`src/rtl/arcade_input_ctrl_pkg.sv`:
```
`default_nettype none
// ============================================================================
// Module      : arcade_input_pkg
// Description : Shared definitions for the arcade input controller.
//               - Joystick bit-index constants within a 16-bit player word.
//               - Start/coin index helpers that depend on NUM_BUTTONS.
//               - Coin FSM state enum.
//               - Opposite-direction cancel helper.
//               Optional feature macro used by the slice:
//               ARCADE_INPUT_AUTOFIRE_EN.
// Revision    : 1.0 - initial release
// ============================================================================
package arcade_input_pkg;

  localparam int JOY_WIDTH = 16;
  localparam int JOY_RIGHT = 0;
  localparam int JOY_LEFT  = 1;
  localparam int JOY_DOWN  = 2;
  localparam int JOY_UP    = 3;
  localparam int JOY_FIRE0 = 4;

  // Start sits directly above the fire buttons, coin directly above start.
  function automatic int joy_start_idx(input int num_buttons);
    return JOY_FIRE0 + num_buttons;
  endfunction

  function automatic int joy_coin_idx(input int num_buttons);
    return JOY_FIRE0 + num_buttons + 1;
  endfunction

  typedef enum logic [1:0] {
    COIN_IDLE  = 2'd0,
    COIN_PULSE = 2'd1,
    COIN_GAP   = 2'd2
  } coin_state_t;

  // Direction vector is {up, down, left, right}; a pair pressed together
  // means "neither".
  function automatic logic [3:0] cancel_opposite(input logic [3:0] d);
    logic [3:0] r;
    r = d;
    if (d[JOY_RIGHT] && d[JOY_LEFT]) r[1:0] = 2'b00;
    if (d[JOY_DOWN] && d[JOY_UP])    r[3:2] = 2'b00;
    return r;
  endfunction

endpackage
`default_nettype wire

```
`src/rtl/arcade_input_ctrl_if.sv`:
```
`default_nettype none
// ============================================================================
// Module      : arcade_input_ctrl_if
// Description : Bus interface of the arcade input controller.
//   joy_in       : NUM_PLAYERS*16 raw joystick words
//   cocktail     : 0 upright, 1 cocktail
//   autofire     : per-player autofire enable
//   dir_p1/p2    : cleaned directions {up,down,left,right}
//   btn_p1/p2    : fire buttons
//   start_out    : per-player start buttons
//   coin_out     : timed coin pulse
//   coin_pending : queued coins not yet pulsed
//   master drives the controls, slave (the controller) drives the results.
// Revision    : 1.0 - initial release
// ============================================================================
interface arcade_input_ctrl_if #(
  parameter int NUM_PLAYERS = 2,
  parameter int NUM_BUTTONS = 3
);
  logic [NUM_PLAYERS*16-1:0] joy_in;
  logic                      cocktail;
  logic [NUM_PLAYERS-1:0]    autofire;
  logic [3:0]                dir_p1;
  logic [3:0]                dir_p2;
  logic [NUM_BUTTONS-1:0]    btn_p1;
  logic [NUM_BUTTONS-1:0]    btn_p2;
  logic [NUM_PLAYERS-1:0]    start_out;
  logic                      coin_out;
  logic [1:0]                coin_pending;

  modport master (
    output joy_in, cocktail, autofire,
    input  dir_p1, dir_p2, btn_p1, btn_p2, start_out, coin_out, coin_pending
  );

  modport slave (
    input  joy_in, cocktail, autofire,
    output dir_p1, dir_p2, btn_p1, btn_p2, start_out, coin_out, coin_pending
  );
endinterface
`default_nettype wire

```
`src/rtl/arcade_input_ctrl_coin_pulser.sv`:
```
`default_nettype none
// ============================================================================
// Module      : coin_pulser
// Description : Coin request queue and pulse timer.
//   clk, rst   : clock, synchronous active-high reset
//   i_ce_tick  : timebase strobe; only ticks advance the pulse/gap timer
//   i_req      : single-cycle coin request (already edge-detected)
//   o_coin     : high for PULSE_LEN ticks per queued coin
//   o_pending  : queued coins, saturating at 3
// Revision    : 1.0 - initial release
// ============================================================================
module coin_pulser
  import arcade_input_pkg::*;
#(
  parameter int PULSE_LEN = 8,
  parameter int GAP_LEN   = 8
) (
  input  wire logic       clk,
  input  wire logic       rst,
  input  wire logic       i_ce_tick,
  input  wire logic       i_req,
  output logic            o_coin,
  output logic [1:0]      o_pending
);

  localparam logic [7:0] c_PULSE_LAST = 8'(PULSE_LEN - 1);
  localparam logic [7:0] c_GAP_LAST   = 8'(GAP_LEN - 1);

  coin_state_t r_state;
  logic [7:0]  r_tick_cnt;
  logic [1:0]  r_pend;
  logic        r_coin;
  logic        w_dec;

  // A queued coin is consumed when a new pulse is launched.
  always_comb begin
    w_dec = 1'b0;
    if (r_pend != 2'd0) begin
      if (r_state == COIN_IDLE)
        w_dec = 1'b1;
      else if (r_state == COIN_GAP && i_ce_tick && r_tick_cnt == c_GAP_LAST)
        w_dec = 1'b1;
    end
  end

  always_ff @(posedge clk) begin
    if (rst) begin
      r_state    <= COIN_IDLE;
      r_tick_cnt <= 8'd0;
      r_pend     <= 2'd0;
      r_coin     <= 1'b0;
    end else begin
      // Request and consume in the same cycle cancel out.
      if (i_req && !w_dec && r_pend != 2'd3)
        r_pend <= r_pend + 2'd1;
      else if (!i_req && w_dec)
        r_pend <= r_pend - 2'd1;

      case (r_state)
        COIN_IDLE: begin
          r_tick_cnt <= 8'd0;
          if (r_pend != 2'd0) begin
            r_state <= COIN_PULSE;
            r_coin  <= 1'b1;
          end
        end
        COIN_PULSE: begin
          if (i_ce_tick) begin
            if (r_tick_cnt == c_PULSE_LAST) begin
              r_tick_cnt <= 8'd0;
              r_state    <= COIN_GAP;
              r_coin     <= 1'b0;
            end else begin
              r_tick_cnt <= r_tick_cnt + 8'd1;
            end
          end
        end
        COIN_GAP: begin
          if (i_ce_tick) begin
            if (r_tick_cnt == c_GAP_LAST) begin
              r_tick_cnt <= 8'd0;
              if (r_pend != 2'd0) begin
                r_state <= COIN_PULSE;
                r_coin  <= 1'b1;
              end else begin
                r_state <= COIN_IDLE;
              end
            end else begin
              r_tick_cnt <= r_tick_cnt + 8'd1;
            end
          end
        end
        default: begin
          r_state    <= COIN_IDLE;
          r_tick_cnt <= 8'd0;
          r_coin     <= 1'b0;
        end
      endcase
    end
  end

  assign o_coin    = r_coin;
  assign o_pending = r_pend;

endmodule
`default_nettype wire

```
`src/rtl/arcade_input_ctrl.sv`:
```
`default_nettype none
// ============================================================================
// Module      : arcade_input_ctrl
// Description : Merges several joystick sources into two player outputs
//               (upright = OR of all players, cocktail = player 0 / 1),
//               cancels opposite directions, registers everything with one
//               cycle latency and turns coin/start presses into timed coin
//               pulses.
//   clk_sys  : system clock
//   reset    : synchronous active-high reset
//   ce_tick  : timebase strobe for coin (and autofire) timing
//   bus      : arcade_input_ctrl_if.slave (joy_in, cocktail, autofire in;
//              dir/btn/start/coin results out)
//   Optional macro: ARCADE_INPUT_AUTOFIRE_EN - square-wave autofire on fire
//               button 0 (4 ticks on, 4 off) for players with autofire set.
// Revision    : 1.0 - initial release
// ============================================================================
module arcade_input_ctrl
  import arcade_input_pkg::*;
#(
  parameter int NUM_PLAYERS    = 2,
  parameter int NUM_BUTTONS    = 3,
  parameter int COIN_PULSE_LEN = 8,
  parameter int COIN_GAP_LEN   = 8,
  parameter int COIN_ON_START  = 1
) (
  input  wire logic     clk_sys,
  input  wire logic     reset,
  input  wire logic     ce_tick,
  arcade_input_ctrl_if.slave bus
);

  localparam int c_START_IDX = joy_start_idx(NUM_BUTTONS);
  localparam int c_COIN_IDX  = joy_coin_idx(NUM_BUTTONS);

  logic [3:0]             w_dir [NUM_PLAYERS];
  logic [NUM_BUTTONS-1:0] w_btn [NUM_PLAYERS];
  logic [NUM_PLAYERS-1:0] w_start;
  logic [NUM_PLAYERS-1:0] w_coin;

  genvar gk;
  generate
    for (gk = 0; gk < NUM_PLAYERS; gk++) begin : g_player
      localparam int c_base = JOY_WIDTH * gk;
      logic w_fire0;

`ifdef ARCADE_INPUT_AUTOFIRE_EN
      // Phase counter restarts at every press so the wave begins "on".
      logic [2:0] r_af_cnt;
      always_ff @(posedge clk_sys) begin
        if (reset || !bus.joy_in[c_base + JOY_FIRE0])
          r_af_cnt <= 3'd0;
        else if (ce_tick)
          r_af_cnt <= r_af_cnt + 3'd1;
      end
      assign w_fire0 = bus.joy_in[c_base + JOY_FIRE0] &
                       ~(bus.autofire[gk] & r_af_cnt[2]);
`else
      assign w_fire0 = bus.joy_in[c_base + JOY_FIRE0];
`endif

      assign w_dir[gk] = {bus.joy_in[c_base + JOY_UP],
                          bus.joy_in[c_base + JOY_DOWN],
                          bus.joy_in[c_base + JOY_LEFT],
                          bus.joy_in[c_base + JOY_RIGHT]};

      if (NUM_BUTTONS > 1) begin : g_multi_btn
        assign w_btn[gk] = {bus.joy_in[c_base + JOY_FIRE0 + 1 +: NUM_BUTTONS - 1],
                            w_fire0};
      end else begin : g_single_btn
        assign w_btn[gk] = w_fire0;
      end

      assign w_start[gk] = bus.joy_in[c_base + c_START_IDX];
      assign w_coin[gk]  = bus.joy_in[c_base + c_COIN_IDX];
    end
  endgenerate

  // Spare joystick bits (and autofire in the plain build) are intentionally
  // ignored.
  logic w_unused;
  assign w_unused = ^{bus.joy_in, bus.autofire};

  logic [3:0]             w_dir_or;
  logic [NUM_BUTTONS-1:0] w_btn_or;
  always_comb begin
    w_dir_or = 4'd0;
    w_btn_or = '0;
    for (int k = 0; k < NUM_PLAYERS; k++) begin
      w_dir_or = w_dir_or | w_dir[k];
      w_btn_or = w_btn_or | w_btn[k];
    end
  end

  logic [3:0]             w_dir_p1, w_dir_p2;
  logic [NUM_BUTTONS-1:0] w_btn_p1, w_btn_p2;
  assign w_dir_p1 = bus.cocktail ? w_dir[0] : w_dir_or;
  assign w_dir_p2 = bus.cocktail ? w_dir[1] : w_dir_or;
  assign w_btn_p1 = bus.cocktail ? w_btn[0] : w_btn_or;
  assign w_btn_p2 = bus.cocktail ? w_btn[1] : w_btn_or;

  logic [3:0]             r_dir_p1, r_dir_p2;
  logic [NUM_BUTTONS-1:0] r_btn_p1, r_btn_p2;
  logic [NUM_PLAYERS-1:0] r_start;

  always_ff @(posedge clk_sys) begin
    if (reset) begin
      r_dir_p1 <= 4'd0;
      r_dir_p2 <= 4'd0;
      r_btn_p1 <= '0;
      r_btn_p2 <= '0;
      r_start  <= '0;
    end else begin
      r_dir_p1 <= cancel_opposite(w_dir_p1);
      r_dir_p2 <= cancel_opposite(w_dir_p2);
      r_btn_p1 <= w_btn_p1;
      r_btn_p2 <= w_btn_p2;
      r_start  <= w_start;
    end
  end

  // Edge history is loaded during reset as well, so buttons held through
  // reset release never look like a fresh press.
  logic [2*NUM_PLAYERS-1:0] w_coin_src;
  logic [2*NUM_PLAYERS-1:0] r_coin_hist;
  logic                     w_coin_req;

  assign w_coin_src = {(COIN_ON_START != 0) ? w_start : {NUM_PLAYERS{1'b0}}, w_coin};

  always_ff @(posedge clk_sys) begin
    r_coin_hist <= w_coin_src;
  end

  assign w_coin_req = |(w_coin_src & ~r_coin_hist);

  logic       w_coin_out;
  logic [1:0] w_coin_pending;

  coin_pulser #(
    .PULSE_LEN (COIN_PULSE_LEN),
    .GAP_LEN   (COIN_GAP_LEN)
  ) u_coin_pulser (
    .clk       (clk_sys),
    .rst       (reset),
    .i_ce_tick (ce_tick),
    .i_req     (w_coin_req),
    .o_coin    (w_coin_out),
    .o_pending (w_coin_pending)
  );

  assign bus.dir_p1       = r_dir_p1;
  assign bus.dir_p2       = r_dir_p2;
  assign bus.btn_p1       = r_btn_p1;
  assign bus.btn_p2       = r_btn_p2;
  assign bus.start_out    = r_start;
  assign bus.coin_out     = w_coin_out;
  assign bus.coin_pending = w_coin_pending;

endmodule
`default_nettype wire
```
`src/flat_wrapper.sv`:
```
// flat-port wrapper written by rule: the top's interface ports become plain ports
module arcade_input_ctrl_flat import arcade_input_pkg::*;
#(
  parameter int NUM_PLAYERS    = 2,
  parameter int NUM_BUTTONS    = 3,
  parameter int COIN_PULSE_LEN = 8,
  parameter int COIN_GAP_LEN   = 8,
  parameter int COIN_ON_START  = 1
)
  (clk_sys, reset, ce_tick, bus_joy_in, bus_cocktail, bus_autofire, bus_dir_p1, bus_dir_p2, bus_btn_p1, bus_btn_p2, bus_start_out, bus_coin_out, bus_coin_pending);
  arcade_input_ctrl_if #(.NUM_PLAYERS(NUM_PLAYERS), .NUM_BUTTONS(NUM_BUTTONS)) bus_i ();
  input  wire logic clk_sys;
  input  wire logic reset;
  input  wire logic ce_tick;
  input wire logic [$bits(bus_i.joy_in)-1:0] bus_joy_in;
  input wire logic [$bits(bus_i.cocktail)-1:0] bus_cocktail;
  input wire logic [$bits(bus_i.autofire)-1:0] bus_autofire;
  output wire logic [$bits(bus_i.dir_p1)-1:0] bus_dir_p1;
  output wire logic [$bits(bus_i.dir_p2)-1:0] bus_dir_p2;
  output wire logic [$bits(bus_i.btn_p1)-1:0] bus_btn_p1;
  output wire logic [$bits(bus_i.btn_p2)-1:0] bus_btn_p2;
  output wire logic [$bits(bus_i.start_out)-1:0] bus_start_out;
  output wire logic [$bits(bus_i.coin_out)-1:0] bus_coin_out;
  output wire logic [$bits(bus_i.coin_pending)-1:0] bus_coin_pending;
  assign bus_i.joy_in = bus_joy_in;
  assign bus_i.cocktail = bus_cocktail;
  assign bus_i.autofire = bus_autofire;
  assign bus_dir_p1 = bus_i.dir_p1;
  assign bus_dir_p2 = bus_i.dir_p2;
  assign bus_btn_p1 = bus_i.btn_p1;
  assign bus_btn_p2 = bus_i.btn_p2;
  assign bus_start_out = bus_i.start_out;
  assign bus_coin_out = bus_i.coin_out;
  assign bus_coin_pending = bus_i.coin_pending;
  arcade_input_ctrl #(.NUM_PLAYERS(NUM_PLAYERS), .NUM_BUTTONS(NUM_BUTTONS), .COIN_PULSE_LEN(COIN_PULSE_LEN), .COIN_GAP_LEN(COIN_GAP_LEN), .COIN_ON_START(COIN_ON_START)) u_core (.clk_sys(clk_sys), .reset(reset), .ce_tick(ce_tick), .bus(bus_i));
endmodule
```
`config.mk`:
```
export PLATFORM = sky130hd
export DESIGN_NAME = arcade_input_ctrl_flat
export DESIGN_NICKNAME = d
export VERILOG_FILES = /design/src/rtl/arcade_input_ctrl_pkg.sv /design/src/rtl/arcade_input_ctrl_if.sv /design/src/rtl/arcade_input_ctrl_coin_pulser.sv /design/src/rtl/arcade_input_ctrl.sv /design/src/flat_wrapper.sv
export SDC_FILE = /design/constraint.sdc
export NUM_CORES = 1
export LEC_CHECK = 0
export BUFFER_PORTS_ARGS = -buffer_cell sky130_fd_sc_hd__buf_2
export CAP_MARGIN = 15
export CORE_ASPECT_RATIO = 0.75
export CORE_MARGIN = 4
export CORE_UTILIZATION = 45
export DETAILED_ROUTE_END_ITERATION = 8
export PLACE_DENSITY = 0.8
export SYNTH_ARGS = -nofsm -noshare
export SYNTH_HDL_FRONTEND = slang
export SYNTH_HIERARCHICAL = 1
export SYNTH_SLANG_ARGS = --single-unit
```
`constraint.sdc`:
```
create_clock -name clk_sys -period 2 [get_ports clk_sys]
set_input_delay 0.3 -clock clk_sys [delete_from_list [all_inputs] [get_ports clk_sys]]
set_output_delay 0.3 -clock clk_sys [all_outputs]
set_load 0.02 [all_outputs]
```
==> results_dict.tcl <==
set metrics [dict create \
    clk_pin_slew_worst_paths_ns 0.07 \
    drc 0 \
    critical_path_class "flop to flop" \
    cts_tree "yes" \
    critical_path.endpoint "u_core/u_coin_pulser/o_pending[0]" \
    place_congestion 0.7401 \
    grt_setup_unrepaired "no" \
    report.final.slew_viol_count 0 \
    vias 1194 \
    synth_top_flop_cell "dfxtp_1" \
    numCtsBuffers 5 \
    drtIter0Drc 30 \
    antenna_found_initial 0 \
    status "finished, final reports clean" \
    critPathMaxFanout 4 \
    clock_skew_ns 0.002796 \
    synth_warnings 6 \
    post-route-period-util_pct 87.94 \
    p_leak_uw 0.0008202 \
    crit_required_ns 2.17 \
    cp-start-kind "flop" \
    clock_sinks 33 \
    grt_pass1_wl_microns 4719 \
    io_buffers 40 \
    cts_hold_buffers 0 \
    start_util_pct 48.54 \
    diodes 0 \
    grt_max_degree 25 \
    ant_nets 0 \
    slew_headroom_pct 67.33 \
    vdd_drop_max_v 0.0005103 \
    seq_area_frac_synth_pct 44.75 \
    area_delta_synth_final_pct 21.53 \
    worst_slack_ns 0.2412 \
    synth_nets 197 \
    r2r-start "u_core/u_coin_pulser/r_tick_cnt[0]" \
    die_area_sq_um 4271 \
    holdWs_ns 0.1373 \
    crit_arrival_ns 1.92 \
    cp-end-kind "flop" \
    ys_ff_latch 33 \
    fin_setup_tns_ns 0 \
    core_area_sq_um 3042 \
    yosys.area.top_type "dfxtp_1" \
    synth_most_common_cell "dfxtp_1" \
    io_pins 57 \
    clockBufferDepth 2 \
    hp-class "primary input to flop" \
    netlist_area_sq_um 1476 \
    place_ws_ns 0.2524 \
    power.density_nw_per_um2 959.9 \
    ys_types 38 \
    clock_latency_ns 0.28 \
    synthTopCellsByArea "dfxtp_1, nand2b_1, ha_1" \
    setup_viol 0 \
    cts-root-buf "clkbuf_8" \
    timing.fmax_ghz 0.5686 \
    hold_viol_final 0 \
    post_cts_buffers 0 \
    fin_crit_ns 1.759 \
    layout-drive-gt1-share_pct 30.65 \
    dr.pass1.iters 4 \
    yosys-top-cells-count "dfxtp_1, nor2_1, inv_1, nand2b_1, a21oi_1" \
    crit_slowest_cell "or4b_1" \
    syn_area_per_cell_sq_um 9.650 \
    synthArstFlopShare_pct 0 \
    tightestPinTransition_ns 0.4900 \
    ff2ff_setup_slack_ns 0.24 \
    reg2reg_depth 5 \
    cts_resized 0 \
    hpwl_microns 2199 \
    htreeDepth 2 \
    avgRoutedWirePerCell_microns 12.37 \
    crit_path_frequent_cell "o31ai_1" \
    grt_pass1_vias 1082 \
    grt_use_total_pct 14.35 \
    fillerInstances 271 \
    synth_edf_count 0 \
    syn_inst 153 \
    nets 242 \
    synth_top_area_share_pct 44.75 \
    maxCapViolations 0 \
    die-width_microns 74.14 \
    crit_start "u_core/u_coin_pulser/r_tick_cnt[0]" \
    slowest_delay_ns 0.47 \
    die_h_microns 57.61 \
    vias_per_cell 5.038 \
    grt-ovfl-total 0 \
    crit_chain "ha_1 > or4b_1 > o31ai_1 > mux2i_1 > o31ai_1" \
    rows 17 \
    worst_r2r_endpoint "u_core/u_coin_pulser/o_pending[0]" \
    wl_microns 2931 \
]
stage by stage:
stage / util (%) / power [uW] / instance area (sq um) / std cells
after floorplan: - / 1110 / 1476 / 153
after global placement: 56.15 / 1241 / 1708 / 229
after detailed placement: 56.15 / 1253 / 1708 / 229
after CTS: 58.99 / 1739 / 1794 / 237
after global routing: 58.99 / 1840 / 1794 / 237
final: 58.99 / 1722 / 1794 / 237
cell families (layout without fill, tap and decap cells):
group,after synthesis,count (layout),synth area share [%]
AOI/OAI and AO/OA,33,33,16.87
buffers and inverters,17,63,5.169
xor gates and xnor gates,5,5,2.967
and+or+nand+nor,57,57,23.81
adders and majority gates,6,6,5.085
muxes,2,2,1.356
DFF,33,33,44.75
routing by layer:
layer,track usage [%],vias to the layer above,wire length (microns)
met1,18.60,546,1421
li1,-,617,-
met4,4.651,0,26
met3,5.282,5,163
met2,21.97,26,1319
met5,0,-,0
power breakdown:
group          switching [uW]  leakage, uW  internal [uW]
clock                     243    0.0000439            240
combinational             270     0.000504            199
sequential               48.3     0.000272            721
total                     562     0.000820           1160
worst max-delay path, delay by kind of cell, from the launching register on:
kind                       cells  cell delay [ns]
and+or+nand+nor                1             0.47
AOI/OAI and AO/OA              2             0.39
DFF                            1             0.37
muxes                          1             0.22
adders and majority gates      1             0.20
final cells by class:
cell class	instances	area (sq um)	area share, %
Clock inverter	3	17.52	0.9763
Inverter	14	52.55	2.929
Tap cell	38	47.55	2.650
Timing Repair Buffer	41	207.7	11.58
Sequential cell	33	660.6	36.82
Clock buffer	5	68.82	3.835
Multi-Input combinational cell	103	739.5	41.21
registers in the layout, indices dropped and copies added, names as in the netlist:
signal,cells
u_core/bus.btn_p1,3
u_core/u_coin_pulser/o_pending,2
u_core/u_coin_pulser/r_tick_cnt,8
u_core/r_coin_hist,4
u_core/u_coin_pulser/r_state,2
u_core/bus.btn_p2,3
u_core/bus.dir_p2,4
u_core/bus.start_out,2
u_core/bus.dir_p1,4
u_core/u_coin_pulser/o_coin,1
worst min-delay path by stage:
stage	startpoint	end	slack [ns]	cells after the start
floorplan	bus_joy_in[8]	u_core/r_coin_hist[0]	0.33	0
global placement	bus_joy_in[8]	u_core/r_coin_hist[0]	0.42	1
detailed placement	bus_joy_in[24]	u_core/r_coin_hist[1]	0.42	1
CTS	bus_joy_in[24]	u_core/r_coin_hist[1]	0.12	1
global route	bus_joy_in[24]	u_core/r_coin_hist[1]	0.13	1
finish	bus_joy_in[24]	u_core/r_coin_hist[1]	0.14	1
cells in the final DEF (no fill, tap or decap), drive strengths merged, types with 3 or more instances in the layout:
| cell | netlist | layout |
|---|---|---|
| buf | 2 | 41 |
| dfxtp | 33 | 33 |
| nor2 | 15 | 15 |
| inv | 14 | 14 |
| nand2b | 14 | 14 |
| a21oi | 13 | 13 |
| ha | 6 | 6 |
| nor2b | 6 | 6 |
| clkbuf | 1 | 5 |
| nand2 | 5 | 5 |
| o21ai | 5 | 5 |
| a2111oi | 4 | 4 |
| o211a | 4 | 4 |
| nand4 | 3 | 3 |
| xor2 | 3 | 3 |
(Power assumes the default switching activity.)
